[config.mk]
export PLATFORM = sky130hd
export DESIGN_NAME = addsub_digit_serial
export DESIGN_NICKNAME = d
export VERILOG_FILES = /design/src/rtl/adder_pkg.sv /design/src/rtl/digit_adder.sv /design/src/rtl/addsub_digit_serial.sv
export SDC_FILE = /design/constraint.sdc
export NUM_CORES = 1
export LEC_CHECK = 0
export ABC_AREA = 1
export CORE_ASPECT_RATIO = 0.7
export CORE_MARGIN = 4
export CORE_UTILIZATION = 51
export CTS_CLUSTER_DIAMETER = 120
export DETAILED_ROUTE_END_ITERATION = 6
export HOLD_SLACK_MARGIN = 0.1
export MAX_ROUTING_LAYER = met4
export PLACE_DENSITY = 0.79
export SYNTH_ARGS = -nofsm -noshare
export SYNTH_HDL_FRONTEND = slang
export SYNTH_HIERARCHICAL = 1
export SYNTH_SLANG_ARGS = --single-unit
[constraint.sdc]
create_clock -name clk -period 2.7 [get_ports clk]
set_input_delay 0.27 -clock clk [delete_from_list [all_inputs] [get_ports clk]]
set_output_delay 0.27 -clock clk [all_outputs]
set_load 0.01 [all_outputs]
[src/rtl/adder_pkg.sv]
// Shared state encodings and elaboration helpers for the digit-serial add/subtract unit.
package adder_pkg;

    typedef enum logic [1:0] {
        ST_IDLE = 2'd0,
        ST_RUN  = 2'd1,
        ST_DONE = 2'd2
    } state_t;

    function automatic int clog2(input int value);
        int r;
        int v;
        r = 0;
        v = value - 1;
        while (v > 0) begin
            r = r + 1;
            v = v >>> 1;
        end
        return r;
    endfunction

endpackage

[src/rtl/digit_adder.sv]
// Combinational DIGIT-bit ripple adder; also exposes the carry into its top bit for overflow.
module digit_adder #(
    parameter int DIGIT = 4
) (
    input  logic [DIGIT-1:0] x,
    input  logic [DIGIT-1:0] y,
    input  logic             ci,
    output logic [DIGIT-1:0] s,
    output logic             co,
    output logic             c_msb
);

    logic [DIGIT:0] c;

    assign c[0] = ci;

    for (genvar i = 0; i < DIGIT; i++) begin : g_bit
        assign s[i]   = x[i] ^ y[i] ^ c[i];
        assign c[i+1] = (x[i] & y[i]) | (x[i] & c[i]) | (y[i] & c[i]);
    end

    assign co    = c[DIGIT];
    assign c_msb = c[DIGIT-1];

endmodule

[src/rtl/addsub_digit_serial.sv]
// Digit-serial add/subtract: DIGIT bits per cycle with the inter-digit carry held in a register.
module addsub_digit_serial
    import adder_pkg::*;
#(
    parameter int WIDTH = 16,
    parameter int DIGIT = 4
) (
    input  logic             clk,
    input  logic             rst,
    input  logic             in_valid,
    output logic             in_ready,
    input  logic [WIDTH-1:0] a,
    input  logic [WIDTH-1:0] b,
    input  logic             cin,
    input  logic             sub,
    output logic             out_valid,
    input  logic             out_ready,
    output logic [WIDTH-1:0] sum,
    output logic             cout,
    output logic             ovf,
    output logic             zero
);

    localparam int NDIG  = WIDTH / ((DIGIT < 1) ? 1 : DIGIT);
    localparam int IDX_W = (NDIG > 1) ? clog2(NDIG) : 1;

    if ((DIGIT < 1) || ((WIDTH % ((DIGIT < 1) ? 1 : DIGIT)) != 0)) begin : g_bad_params
        $fatal(1, "addsub_digit_serial: WIDTH must be a positive multiple of DIGIT");
    end

    state_t             state_q;
    logic [IDX_W-1:0]   idx_q;
    logic [WIDTH-1:0]   opa_q;
    logic [WIDTH-1:0]   opb_q;
    logic               carry_q;
    logic [WIDTH-1:0]   acc_q;
    logic [WIDTH-1:0]   acc_d;
    logic [WIDTH-1:0]   sum_q;
    logic               cout_q;
    logic               ovf_q;
    logic               zero_q;

    logic [DIGIT-1:0]       dig_s;
    logic                   dig_co;
    logic                   dig_cmsb;
    logic [WIDTH+DIGIT-1:0] acc_cat;
    logic                   last_dig;

    digit_adder #(.DIGIT(DIGIT)) u_digit_adder (
        .x     (opa_q[DIGIT-1:0]),
        .y     (opb_q[DIGIT-1:0]),
        .ci    (carry_q),
        .s     (dig_s),
        .co    (dig_co),
        .c_msb (dig_cmsb)
    );

    // New digit enters from the top so the first digit ends up at the bottom after NDIG shifts.
    assign acc_cat  = {dig_s, acc_q};
    assign acc_d    = acc_cat[WIDTH+DIGIT-1:DIGIT];
    assign last_dig = (idx_q == IDX_W'(NDIG - 1));

    assign in_ready  = (state_q == ST_IDLE);
    assign out_valid = (state_q == ST_DONE);
    assign sum       = sum_q;
    assign cout      = cout_q;
    assign ovf       = ovf_q;
    assign zero      = zero_q;

    always_ff @(posedge clk) begin
        if (state_q == ST_IDLE) begin
            opa_q   <= a;
            opb_q   <= sub ? ~b : b;
            carry_q <= sub ? 1'b1 : cin;
        end else if (state_q == ST_RUN) begin
            opa_q   <= opa_q >> DIGIT;
            opb_q   <= opb_q >> DIGIT;
            carry_q <= dig_co;
            acc_q   <= acc_d;
        end
    end

    always_ff @(posedge clk) begin
        if (rst) begin
            state_q <= ST_IDLE;
            idx_q   <= '0;
            sum_q   <= '0;
            cout_q  <= 1'b0;
            ovf_q   <= 1'b0;
            zero_q  <= 1'b0;
        end else begin
            case (state_q)
                ST_IDLE: begin
                    if (in_valid) begin
                        state_q <= ST_RUN;
                        idx_q   <= '0;
                    end
                end
                ST_RUN: begin
                    idx_q <= idx_q + IDX_W'(1);
                    if (last_dig) begin
                        state_q <= ST_DONE;
                        sum_q   <= acc_d;
                        cout_q  <= dig_co;
                        ovf_q   <= dig_cmsb ^ dig_co;
                        zero_q  <= (acc_d == '0);
                    end
                end
                ST_DONE: begin
                    if (out_ready) begin
                        state_q <= ST_IDLE;
                    end
                end
                default: state_q <= ST_IDLE;
            endcase
        end
    end

endmodule
==> key figures, run 1 <==
Setup path
  – Critical Path RT: 2.90 ns
  – Critical Path End Type: flip-flop
  – Arr. time, crit path: 2.70 ns
  – Critical path origin: opa_q[0]$_DFFE_PP_
  – Crit Path Class: flip-flop to flip-flop
  – Crit-path max FO: 3
  – Critical path launch point type: flip-flop
  – FF-to-FF Start: opa_q[0]$_DFFE_PP_

Power and ir drop
  – Pwr/cell area: about 640 nW/µm²
  – Max VDD drop: 0.000363 V
  – Leak: 1.41 nW
  – Total power: 2.39 mW

STA
  – Minimum clock period: 2.50 ns
  – Max-slew headroom: about 45%
  – Number of setup violations in the final report: 0
  – Final hold violations: 0
  – Final worst-path cycle share: 92.7%
  – Worst Skew: 0.0122 ns
  – FMAX: 399 MHz
  – Setup TNS Final: 0 ns
  – Final hold slack: 0.468 ns
  – Slew @ Worst Pin: 0.817 ns
  – Fin. max-slew vios: 0
  – RSZ-0062 raised after global routing: false

Synthesis
  – Area share of the largest cell type after synthesis: 46.5%
  – Synth area leaders: edfxtp_1, dfxtp_1, nand2_1
  – Netlist Area Pre-Place: ~2900 µm²
  – Synth top cells by count: nand2_1, edfxtp_1, dfxtp_1, a21oi_1, nor2_1
  – Ys async rst share: 0%
  – Post-synth EDFFs: 45
  – Synth warn: 6
  – Cells after synthesis: between 200 and 300
  – Yosys reg bits: 68
  – Seq/Total Area, Yosys: between 60% and 70%
  – Predominant post-synthesis flop cell: edfxtp_1
  – Synth cell types: 22
  – Area leader, netlist: edfxtp_1
  – Most numerous cell in the Yosys netlist: nand2_1
  – Synth Area per Inst: about 10 µm²
  – Mapped Nets: about 330

Min path
  – Hold wc startpoint: sum[1]$_SDFFE_PP0P_
  – Hold Path Class: flip-flop to flip-flop

Floorplanning
  – Core box area: approximately 5400 µm²
  – Initial Utilization: 54.1%
  – Die height: 71.2 µm
  – Die Width: 98.2 µm
  – Ports: 59
  – Die area: 6990 µm²
  – Core Rows: 22

Clock tree
  – Clock transition at path regs: 0.08 ns
  – Clk buf depth: 2
  – CTS resizes: 0
  – CTS buffer count: 9
  – CTS Sinks: 68
  – Setup bufs post-CTS: 0
  – CTS hold repair buffers: 0
  – CTS tree: yes
  – Skew-Pair Late Insertion Delay: 0.35 ns
  – Clock root cell: clkbuf_8
  – Htree depth: 3

Global routing
  – Gr usage total: 17.1%
  – Antenna violations before repair: 0
  – Largest net degree at the start of global routing: 46
  – First-pass GRT wire length: 8.96 mm
  – Vias in the first global route: around 2000
  – Grt total ovfl: 0

Drt
  – Post-route ant nets: 0
  – Final wirelength: 5.37 mm
  – DRT Pass-1 Iters: 4
  – Vias per inst: 4.84
  – Vias: 2024
  – DRC: 0
  – 1st-iter DRT viols: 84
  – Wire length per cell: between 10 and 15 µm

Layout
  – Area Overhead vs Synth: 28.0%
  – Fillers: ~420
  – NumNets Final: 384
  – Finished Core Util: between 60% and 70%
  – Number of diodes: 0
  – Sequential Area: 1810 µm²
  – Multi-input gate area: 916 µm²
  – Layout cells sized above 1: under 10%

Placed design
  – Number of port buffers: 58
  – Dpl hpwl: 3.74 mm
  – RD Place Congestion: 0.770

Run status
  – Outcome: completed

Run
  – Number of max-cap violations: 0
## critical path, stage by stage (launching register included)
cell and delay (ns):
edfxtp_1 0.37, inv_1 0.09, fa_1 0.17, inv_1 0.05
fa_1 0.37, fa_1 0.42, inv_1 0.09, fa_1 0.42
inv_1 0.10, inv_1 0.05, nand2_1 0.06, nor2_1 0.04
nand3_1 0.08, a21oi_1 0.06
## registers in the layout, summed over array words and instances (netlist names)
signal,flops
zero,1
carry_q,1
sum,16
opa_q,16
state_q,2
opb_q,16
ovf,1
idx_q,2
cout,1
acc_q,12
## through the flow
| step | cell area [µm²] | setup slack (ns) | std cells |
|---|---|---|---|
| global placement | 3510 | 0.298 | 402 |
| CTS | 3720 | 0.193 | 418 |
| global route | 3720 | 0.0522 | 418 |
| finish | 3720 | 0.196 | 418 |
| detailed placement | 3510 | 0.200 | 402 |
| floorplan | 2910 | 0.384 | 282 |
## kinds of logic after synthesis
family | share of synthesized area (%)
AND/OR/NAND/NOR | 16.8
flip-flops | 62.4
AO/OA/AOI/OAI | 6.46
buffers and inverters | 6.12
XOR/XNOR | 5.12
adder cells (fa/ha/maj) | 3.19
## layer usage
metal | vias to the layer above | global-route usage [%] | share of wire (%)
met4 | 0 | 8.18 | 1.5
met5 | - | - | 0
met3 | 10 | 4.43 | 4.4
met2 | 45 | 26.8 | 49
met1 | 928 | 20.8 | 46
li1 | 1041 | - | -
## cell usage in the layout (no fill, tap or decap), types with 3 or more instances in the layout
cell	count
buf_4	5
o21ai_0	14
edfxtp_1	45
inv_2	3
fa_1	4
nand2_1	77
inv_6	4
xnor2_1	16
nand3_1	18
dfxtp_1	23
clkbuf_8	9
nor2_1	20
clkdlybuf4s50_1	58
inv_1	18
a21oi_1	22
## area by class of cell
type / instances / share of cell area (%)
well taps: 72 / 2.42
repair buffers: 63 / 16.6
clock inverters: 7 / 2.12
flip-flops and latches: 68 / 48.7
multi-input cells: 178 / 24.6
inverters: 21 / 2.12
clock buffers: 9 / 3.33
## path summary, 6_finish.rpt
| check | end | slack, ns | depth (start not counted) |
|---|---|---|---|
| setup / recovery | zero$_SDFFE_PP0P_ | 0.20 | 13 |
| hold / removal | sum[1]$_SDFFE_PP0P_ | 0.47 | 2 |
| setup reg to reg | zero$_SDFFE_PP0P_ | 0.20 | 13 |
| hold reg to reg | sum[1]$_SDFFE_PP0P_ | 0.47 | 2 |
## power breakdown
group / internal [mW] / switching, mW
sequential: 1.22 / 0.0403
clock: 0.439 / 0.414
combinational: 0.128 / 0.144
total: 1.79 / 0.598
Note: power is estimated with default switching activity, not from simulation.
==> run 2, diff against run 1 <==
Settings changed: CORE_MARGIN 4 to 5.
==> key figures, run 2 (synthesis gave the netlist of run 1 again) <==
Setup path
  – Critical path launch point type: flip-flop
  – Crit-path max FO: 3 (unchanged)
  – Crit Path Class: flip-flop to flip-flop
  – Arr. time, crit path: 2.64 ns (-0.06 ns)
  – Critical Path End Type: flip-flop
  – Critical Path RT: 2.89 ns (about the same)

Floorplanning
  – Die area: 7330 µm² (+4.9%)
  – Core box area: 5610 µm² (+4.5%)
  – Die Width: 100 µm (+2.0%)
  – Die height: 73.2 µm (+2.8%)
  – Initial Utilization: 51.8% (-2.4 points)
  – Ports: 59 (unchanged)
  – Core Rows: 23 (+4.5%)

Min path
  – Hold Path Class: flip-flop to flip-flop

STA
  – RSZ-0062 raised after global routing: false
  – Number of setup violations in the final report: 0 (unchanged)
  – Setup ws final: 0.254 ns (+0.0585 ns)
  – Final hold violations: 0 (unchanged)
  – Setup TNS Final: 0 ns (unchanged)
  – FMAX: 409 MHz (+2.4%)
  – Minimum clock period: 2.45 ns (-0.0585 ns)
  – Worst Skew: 0.00993 ns (-0.00224 ns)
  – Slew @ Worst Pin: 0.820 ns (+0.00316 ns)
  – Fin. max-slew vios: 0 (unchanged)
  – Final worst-path cycle share: 90.6% (-2.2 points)
  – Max-slew headroom: 45.2% (-0.21 points)

Layout
  – Most frequent cells in the layout: nand2_1, clkdlybuf4s50_1, edfxtp_1
  – Number of diodes: 0 (unchanged)
  – Area Overhead vs Synth: 30.4%
  – Finished Core Util: 67.5% (-1.7 points)
  – Non-Filler Instances: 420 (+0.48%)
  – Layout cells sized above 1: 7.83% (+0.023 points)
  – NumNets Final: 383 (-0.26%)
  – Most common cell after layout, fill and taps aside: nand2_1

Clock tree
  – Htree depth: 3 (unchanged)
  – Skew-Pair Late Insertion Delay: 0.34 ns (about the same)
  – Setup bufs post-CTS: 0 (unchanged)
  – Clk buf depth: 2 (unchanged)
  – Clock transition at path regs: 0.08 ns (about the same)
  – Clock root cell: clkbuf_8
  – CTS tree: yes
  – CTS buffer count: 9 (unchanged)
  – CTS Sinks: 68 (unchanged)

Run
  – Number of max-cap violations: 0 (unchanged)

Drt
  – Wire length per cell: 12.9 µm (+0.51%)
  – 1st-iter DRT viols: 104 (+24%)
  – Post-route ant nets: 0 (unchanged)
  – Final wirelength: 5.42 mm (+0.99%)
  – DRT Pass-1 Iters: 4 (unchanged)
  – Vias per inst: 4.84 (about the same)
  – Vias: 2032 (+0.40%)
  – DRC: 0 (unchanged)

Global routing
  – First-pass GRT wire length: 9.05 mm (+0.99%)
  – Grt total ovfl: 0 (unchanged)
  – Gr usage total: 16.4% (-0.65 points)
  – Largest net degree at the start of global routing: 46 (unchanged)
  – Antenna violations before repair: 0 (unchanged)
  – Vias in the first global route: 2045 (+3.9%)

Power and ir drop
  – Pwr/cell area: 685 nW/µm² (+6.8%)
  – Max VDD drop: 0.000373 V (+2.9%)
  – Leak: 1.44 nW (+2.3%)

Placed design
  – Number of port buffers: 58 (unchanged)
  – Dpl hpwl: 3.64 mm (-2.7%)
  – Placed Cells: 404 (+0.50%)
  – RD Place Congestion: 0.745 (-3.3%)
  – Pre-CTS WS: 0.206 ns (+0.00656 ns)

Run status
  – Outcome: completed
run 2: power by group:
part	internal, mW	total (mW)	switching [mW]
clock network	0.678	1.06	0.386
registers	1.22	1.26	0.0387
logic	0.129	0.275	0.146
run 2: stage by stage:
step	area, µm²	power (mW)	hold WS, ns
floorplan	2910	1.45	0.339
global placement	3510	1.54	0.452
detailed placement	3510	1.56	0.457
CTS	3790	2.61	0.468
global route	3790	2.71	0.477
finish	3790	2.60	0.467
run 2: path summary, 6_finish.rpt:
kind,start,endpoint,slack (ns),cells past startpoint
min reg2reg,sum[0]$_SDFFE_PP0P_,sum[0]$_SDFFE_PP0P_,0.47,2
max,opa_q[0]$_DFFE_PP_,zero$_SDFFE_PP0P_,0.25,13
max reg2reg,opa_q[0]$_DFFE_PP_,zero$_SDFFE_PP0P_,0.25,13
min,sum[0]$_SDFFE_PP0P_,sum[0]$_SDFFE_PP0P_,0.47,2
run 2: what timing repair did:
item / CTS / global route
hold buffers: 0 / 0
resized for setup: 0 / 1
setup endpoints to repair: 0 / 1
run 2: critical path, stage by stage (launching register included):
cell	delay [ns]
edfxtp_1	0.38
inv_1	0.08
fa_1	0.16
inv_1	0.05
fa_1	0.39
fa_2	0.37
inv_1	0.09
fa_1	0.42
inv_1	0.10
inv_1	0.04
nand2_1	0.05
nor2_1	0.04
nand3_1	0.07
a21oi_1	0.06
run 2: area by class of cell:
type,instances,area [µm²]
Timing Repair Buffer,62,611
Clock buffer,14,238
Inverter,21,78.8
Sequential cell,68,1810
Multi-Input combinational cell,178,918
Tap cell,75,93.8
Clock inverter,2,38.8
Fill cell,434,1820
run 2: layer usage:
metal,track usage (%),vias to the layer above,share of wire (%)
met2,27.2,60,48
met1,18.6,927,44
met3,5.92,7,6.7
met4,5.83,0,1.2
li1,-,1038,-
met5,-,-,0
